===== config.mk =====
export PLATFORM = sky130hd
export DESIGN_NAME = io_bus_arbiter
export DESIGN_NICKNAME = d
export VERILOG_FILES = /design/src/rtl/io_bus_arbiter_pkg.sv /design/src/rtl/io_bus_arbiter_starve_counter.sv /design/src/rtl/io_bus_arbiter.sv
export SDC_FILE = /design/constraint.sdc
export NUM_CORES = 1
export LEC_CHECK = 0
export CORE_AREA = 2 2 121 123
export CTS_CLUSTER_SIZE = 14
export DETAILED_ROUTE_END_ITERATION = 16
export DIE_AREA = 0 0 123 125
export PLACE_DENSITY = 0.62
export REMOVE_ABC_BUFFERS = 1
export SYNTH_ARGS = -nofsm -noshare
export SYNTH_HDL_FRONTEND = slang
export SYNTH_HIERARCHICAL = 1
export SYNTH_SLANG_ARGS = --single-unit

===== constraint.sdc =====
create_clock -name clk -period 2.6 [get_ports clk]
set_clock_uncertainty 0.1 [all_clocks]
set_input_delay 0.52 -clock clk [delete_from_list [all_inputs] [get_ports clk]]
set_output_delay 0.52 -clock clk [all_outputs]
set_load 0.005 [all_outputs]

===== src/rtl/io_bus_arbiter_pkg.sv =====
// io_bus_arbiter_pkg: shared IO bus widths, access-size codes and owner FSM encodings.
package io_bus_arbiter_pkg;
    localparam int IO_ADDR_W = 32;
    localparam int IO_DATA_W = 32;
    localparam int IO_CTRL_W = 3;
    localparam int CNT_W     = 4;
    localparam logic [IO_CTRL_W-1:0] CTRL_BYTE = 3'd0;
    localparam logic [IO_CTRL_W-1:0] CTRL_HALF = 3'd1;
    localparam logic [IO_CTRL_W-1:0] CTRL_WORD = 3'd2;
    localparam logic [1:0] ST_IDLE = 2'd0;
    localparam logic [1:0] ST_OWN0 = 2'd1;
    localparam logic [1:0] ST_OWN1 = 2'd2;
endpackage


===== src/rtl/io_bus_arbiter_starve_counter.sv =====
// starve_counter: saturating count of consecutive denied m1 cycles, cleared whenever m1 is not waiting.
module starve_counter
    import io_bus_arbiter_pkg::*;
#(
    parameter int LIM = 4
) (
    input  logic clk,
    input  logic rst,
    input  logic inc_i,
    output logic hit_o
);
    logic [CNT_W-1:0] cnt_q, cnt_d;
    always_comb cnt_d = !inc_i ? '0 : (&cnt_q ? cnt_q : cnt_q + 1'b1);
    always_ff @(posedge clk) begin
        if (rst) cnt_q <= '0;
        else     cnt_q <= cnt_d;
    end
    assign hit_o = cnt_q == CNT_W'(LIM);
endmodule


===== src/rtl/io_bus_arbiter.sv =====
// io_bus_arbiter: two-master single-cycle IO bus arbiter, m0 priority with m1 anti-starvation,
// and a one-cycle read-return router.
module io_bus_arbiter
    import io_bus_arbiter_pkg::*;
#(
    parameter int ADDR_W     = IO_ADDR_W,
    parameter int DATA_W     = IO_DATA_W,
    parameter int CTRL_W     = IO_CTRL_W,
    parameter int STARVE_LIM = 4
) (
    input  logic              clk,
    input  logic              rst_n,
    input  logic              m0_req,
    input  logic              m0_we,
    input  logic [ADDR_W-1:0] m0_addr,
    input  logic [CTRL_W-1:0] m0_ctrl,
    input  logic [DATA_W-1:0] m0_wd,
    output logic              m0_gnt,
    output logic              m0_rvalid,
    output logic [DATA_W-1:0] m0_rd,
    input  logic              m1_req,
    input  logic              m1_we,
    input  logic [ADDR_W-1:0] m1_addr,
    input  logic [CTRL_W-1:0] m1_ctrl,
    input  logic [DATA_W-1:0] m1_wd,
    output logic              m1_gnt,
    output logic              m1_rvalid,
    output logic [DATA_W-1:0] m1_rd,
    output logic [ADDR_W-1:0] bus_addr,
    output logic [CTRL_W-1:0] bus_ctrl,
    output logic [DATA_W-1:0] bus_wd,
    output logic              bus_we,
    input  logic [DATA_W-1:0] bus_rd
);
    logic       starve;
    logic       rd_pend_q, rd_pend_d;
    logic [1:0] state_q, state_d;
    logic       ret;

    starve_counter #(.LIM(STARVE_LIM)) u_starve (
        .clk  (clk),
        .rst  (rst_n),
        .inc_i(m1_req & ~m1_gnt),
        .hit_o(starve)
    );

    // rst_n is active-high here: reset masks grants in the same cycle.
    assign m0_gnt = ~rst_n & m0_req & ~(starve & m1_req);
    assign m1_gnt = ~rst_n & m1_req & (starve | ~m0_req);

    assign bus_addr = m0_gnt ? m0_addr : m1_gnt ? m1_addr : '0;
    assign bus_ctrl = m0_gnt ? m0_ctrl : m1_gnt ? m1_ctrl : '0;
    assign bus_wd   = m0_gnt ? m0_wd   : m1_gnt ? m1_wd   : '0;
    assign bus_we   = m0_gnt ? m0_we   : m1_gnt & m1_we;

    always_comb begin
        state_d   = m0_gnt ? ST_OWN0 : m1_gnt ? ST_OWN1 : ST_IDLE;
        rd_pend_d = (m0_gnt | m1_gnt) & ~bus_we;
    end

    always_ff @(posedge clk) begin
        if (rst_n) begin
            state_q   <= ST_IDLE;
            rd_pend_q <= 1'b0;
        end else begin
            state_q   <= state_d;
            rd_pend_q <= rd_pend_d;
        end
    end

    // A read issued just before reset must not return while reset is held.
    assign ret       = rd_pend_q & ~rst_n;
    assign m0_rvalid = ret & (state_q == ST_OWN0);
    assign m1_rvalid = ret & (state_q == ST_OWN1);
    assign m0_rd     = m0_rvalid ? bus_rd : '0;
    assign m1_rd     = m1_rvalid ? bus_rd : '0;
endmodule


Word-level counts from Yosys, hierarchy flattened
Cells that the tools add are included.
{"block": "op_classes", "n_addsub": 1, "eq_ne": 3, "mux": 11, "bitwise": 19, "n_reduce_logical": 3}
{"op": "$mux W32", "n": 6}
{"op": "$and A1 B1 Y1", "n": 11}
{"op": "$mux W3", "n": 2}
{"op": "$not A1 Y1", "n": 6}
{"op": "$add A4 B1 Y4 const B", "n": 1}
{"op": "$eq A4 B3 Y1 const B", "n": 1}
{"op": "$reduce_and A4 Y1", "n": 1}
{"op": "$reduce_or A2 Y1", "n": 2}
{"op": "$eq A2 B1 Y1 const B", "n": 1}
{"op": "$eq A2 B2 Y1 const B", "n": 1}
{"op": "$mux W1", "n": 2}
{"op": "$mux W2", "n": 1}
{"op": "$or A1 B1 Y1", "n": 2}
{"block": "totals", "register_bits": 7, "inputBits": 172, "output_inout_bits": 136, "elab_cells": 41}

Logic depth before layout (Yosys ltp)
{"block": "logic_depth", "ltp_word": 7, "mapped_depth": 9, "mapped_depth_nobuf": 7}

Cells and area by module
The synthesis kept the hierarchy.
{"module": "io_bus_arbiter", "n_inst": 1, "cells_each": 254, "area_each_um2": 1749.2, "seq_area_each_um2": 60.1}
{"module": "starve_counter", "n_inst": 1, "cells_each": 24, "area_each_um2": 232.7, "seq_area_each_um2": 80.1}

Worst setup path after synthesis
No wires, ideal clock.
{"block": "synth_path", "path_type": "reg2out", "from": "register u_starve.cnt_q[0]", "to": "output bus_addr[0]", "t_arrival_ns": 1.482, "required_time_ns": 1.980, "path_slack_ns": 0.498, "stages_incl_launch_ff": 9, "path_buffers": 2, "cell_sequence": "dfxtp_1 -> inv_1 -> ha_1 -> and3b_2 -> nand2b_1 -> buf_4 -> buf_6 -> a32oi_1 -> nor2_1"}
{"block": "synth_between", "elab_chain_len": 5, "word_cells_on_any_way": 8, "cone_classes": "eq/ne: 1; mux: 2; bitwise: 5"}
{"item": "start: declaration", "line_no": "io_bus_arbiter_starve_counter.sv:12", "rtl": "logic [CNT_W-1:0] cnt_q, cnt_d;"}
{"item": "start signal: assignment", "line_no": "io_bus_arbiter_starve_counter.sv:16", "rtl": "else cnt_q <= cnt_d;"}
{"item": "$eq A4 B3 Y1 (*)", "line_no": "io_bus_arbiter_starve_counter.sv:18", "rtl": "assign hit_o = cnt_q == CNT_W'(LIM);"}
{"item": "named net starve", "line_no": "io_bus_arbiter.sv:35", "rtl": "logic starve;"}
{"item": "$or A1 B1 Y1 / $and A1 B1 Y1 (equally long branches)", "line_no": "io_bus_arbiter.sv:49, io_bus_arbiter.sv:48"}
{"item": "$and A1 B1 Y1 / $not A1 Y1 (equally long branches)", "line_no": "io_bus_arbiter.sv:49, io_bus_arbiter.sv:48"}
{"item": "$mux W32 / $and A1 B1 Y1 (equally long branches)", "line_no": "io_bus_arbiter.sv:51, io_bus_arbiter.sv:48"}
{"item": "$mux W32 (*)", "line_no": "io_bus_arbiter.sv:51", "rtl": "assign bus_addr = m0_gnt ? m0_addr : m1_gnt ? m1_addr : '0;"}
{"item": "end: declaration", "line_no": "io_bus_arbiter.sv:29", "rtl": "output logic [ADDR_W-1:0] bus_addr,"}
Mark *: on every way through the listed nets, which the timed path passes. The rest lies on a longest branch.

Worst setup path in the final report
{"block": "layout_path", "from": "register u_starve.cnt_q[0]", "to": "output bus_wd[25]"}
{"block": "layout_between", "elab_chain_len": 5, "word_cells_on_any_way": 8, "cone_classes": "eq/ne: 1; mux: 2; bitwise: 5"}
{"item": "$eq A4 B3 Y1 (*)", "line_no": "io_bus_arbiter_starve_counter.sv:18"}
{"item": "named net starve", "line_no": "io_bus_arbiter.sv:35"}
{"item": "$or A1 B1 Y1 / $and A1 B1 Y1 (equally long branches)", "line_no": "io_bus_arbiter.sv:49, io_bus_arbiter.sv:48"}
{"item": "$and A1 B1 Y1 / $not A1 Y1 (equally long branches)", "line_no": "io_bus_arbiter.sv:49, io_bus_arbiter.sv:48"}
{"item": "$mux W32 / $and A1 B1 Y1 (equally long branches)", "line_no": "io_bus_arbiter.sv:53, io_bus_arbiter.sv:48"}
{"item": "$mux W32 (*)", "line_no": "io_bus_arbiter.sv:53", "rtl": "assign bus_wd = m0_gnt ? m0_wd : m1_gnt ? m1_wd : '0;"}
{"item": "end: declaration", "line_no": "io_bus_arbiter.sv:31", "rtl": "output logic [DATA_W-1:0] bus_wd,"}
Marked as above.

==> metrics.txt <==
Die Area 15400 um2; type of the worst setup path reg2out; Final Critical Period 2540 ps; CTS tree yes; Die Ht 125 um; Syn Inst Count 278; Max IR drop VDD 164 uV; sw frac 29.2%; Synth Area in Adders 1.26%; Fin. Hold Viols 0; final setup fails 0; Req. time, crit path 1980 ps; IO Pins a little over 300; hpwl dp 9420 um; measured slew at the worst slew-check pin 324 ps; Num CTS Buffers 3; Final Util 37.9%; FMAX 393 MHz; Port Buffers 307; drt wl/cell approximately 17 um; Pins Over Slew Limit 0; HP Class reg2reg; vias in the first global route 3582; Clock power frac 25.9%; Pint 727 uW; Post-CTS Hold Fix Bufs 0; Simple-Gate Fraction of Synth Area 40.5%; Lkg Pwr 0.00220 uW; DRT Wirelength ~13000 um; mux cell area share after synthesis 0.505%; clk slew on worst S/H paths 40 ps; Area after DPL 5180 um2; H-tree levels 1; Clock Latency Late Sink 230 ps; largest family of logic cells by synthesized area simple AND/OR/NAND/NOR gates; area delta synth->final 172%; ratio of cells with drive above 1 in the final layout 18.7%; GRT Util Overall approximately 16%; Cell variety after synth 31; fin crit share 97.8%; status finished clean; max-cap violations 0; initial drt markers 120; flop-to-flop setup slack between 700 and 800 ps; Site Rows 44; commonest non-fill, non-tap cell in the layout clkdlybuf4s50_1; final net count 763; Comb power frac a little over three fifths; initial antenna violation count 1; routed via count ~3500; CORE AREA 14200 um2; first-pass GRT wire length around 19000 um; CTS Buffer Depth 2; # clock sinks 7; yosys warns 6; CTS Root Cell clkbuf_16; Seq pwr share 11.1%; via/cell ratio approximately 4.5; critical path fanouts, max 12; DRT Pass-1 Iters 4; gpl congestion 0.776; post-synthesis xor/xnor area fraction 0%; Overflow after GRT 0; mapped cell area 1980 um2; largest net degree at the start of global routing a little under 80; unrepaired setup endpoints after global routing yes; post-synthesis compound-gate area fraction around a third; Crit path arrival time between 1500 and 2000 ps; syn_area_per_cell 7.13 um2; die width between 100 and 150 um; Rel. slew slack 78.4%; post-synthesis sequential area ratio between 7 and 8%; Antenna Nets Post-Route 0; Starting Density 14.0%; DRC viols 0; NetSw 300 uW; Pwr Density 191 nW/um2; Worst Setup End Kind output port; most frequent cells in the layout clkdlybuf4s50_1 (234), nor2_1 (72), and2_1 (66), a32oi_1 (63), clkbuf_2 (26); Startpoint Class flip-flop; Final Instance Area 5390 um2; #FFs+latches synth 7
-- registers in the layout, summed over array words and instances, names as in the netlist --
signal / count
state_q: 2
rd_pend_q: 1
u_starve/cnt_q: 4
-- per-stage QoR --
step                      cells  hold slack (ps)  TNS [ps]  power, uW  worst slack [ps]
after global routing        773              534      -174       1090             -53.7
final                       773              522         0       1030              56.0
after floorplan             241              399    -31160        245              -445
after CTS                   772              514      -186       1040             -28.5
after global placement      751              506    -14090        732              -238
after detailed placement    751              525    -14260        737              -266
-- cell usage after synthesis --
cell type	instances	share of area, %
and4bb_2	2	1.3
clkbuf_1	6	1.1
and3_1	1	0.32
buf_4	5	1.9
nand4_1	1	0.32
nor2_1	72	14
a32oi_1	68	30
ha_1	2	1.3
nand2b_1	2	0.63
a21oi_1	1	0.25
inv_1	3	0.57
and2_1	66	21
buf_2	8	2.0
a21boi_4	1	0.95
and3b_2	1	0.51
dfxtp_1	7	7.1
nand3_1	1	0.25
nand3b_1	2	0.76
a31oi_1	1	0.32
nor2b_1	1	0.32
a211oi_2	1	0.63
o31ai_2	1	0.63
a21boi_1	1	0.38
a31o_2	1	0.44
and3b_1	1	0.44
nor3_2	1	0.51
nand2_1	1	0.19
nand2_4	1	0.57
buf_6	15	8.5
mux2i_1	1	0.51
bufbuf_8	3	2.8
-- timing repair --
item,in CTS,in global routing
pin swaps,21,11
setup endpoints to repair,70,43
resized for setup,163,62
buffers inserted,9,1
hold endpoints to repair,0,0
gates cloned,8,1
-- cells by family after synthesis --
family                     count (synthesis)
AOI/OAI and AO/OA                         75
and+or+nand+nor                          153
adders and majority gates                  2
muxes                                      1
DFF                                        7
buffers and inverters                     40
-- worst max-delay path, stage by stage, from the launching register on --
cell and delay [ps]:
dfxtp_2 310, inv_1 40, ha_2 170, and3b_2 220, a21boi_4 210, buf_6 120
buf_4 100, buf_12 120, a32oi_1 60, nor2_1 90, dlygate4sd2_1 240
-- area by class of cell --
| cell class | instances | area, um2 |
|---|---|---|
| multi-input combinational | 231 | 1550 |
| inverter | 3 | 11.3 |
| fill | 1458 | 8820 |
| clock buffer | 3 | 75.1 |
| clock inverter | 1 | 5.00 |
| sequential | 7 | 143 |
| tap | 184 | 230 |
| timing repair buffer | 343 | 3370 |
| antenna | 1 | 2.50 |
-- final timing paths --
path,from,to,cells after the start
worst min register to register,u_starve/cnt_q[0],u_starve/cnt_q[0],3
worst min-delay path,u_starve/cnt_q[0],u_starve/cnt_q[0],3
worst max register to register,u_starve/cnt_q[0],u_starve/cnt_q[2],8
worst max-delay path,u_starve/cnt_q[0],bus_wd[25],10
-- layer usage --
layer | global-route usage (%) | wire length, um | up-vias
met2 | 30.4 | 6840 | 227
li1 | - | - | 1652
met4 | 2.54 | 83 | 0
met3 | 3.15 | 1310 | 9
met1 | 17.7 | 4900 | 1623
met5 | 0 | 0 | -
-- power by group through the flow --
stage / logic (uW) / registers [uW] / clock network [uW]
2_1_floorplan: 129 / 115 / 0
3_3_place_gp: 617 / 115 / 0
3_5_place_dp: 623 / 115 / 0
4_1_cts: 656 / 113 / 270
5_1_grt: 694 / 114 / 278
6_report: 648 / 114 / 266
Note: power is estimated with default switching activity, not from simulation.
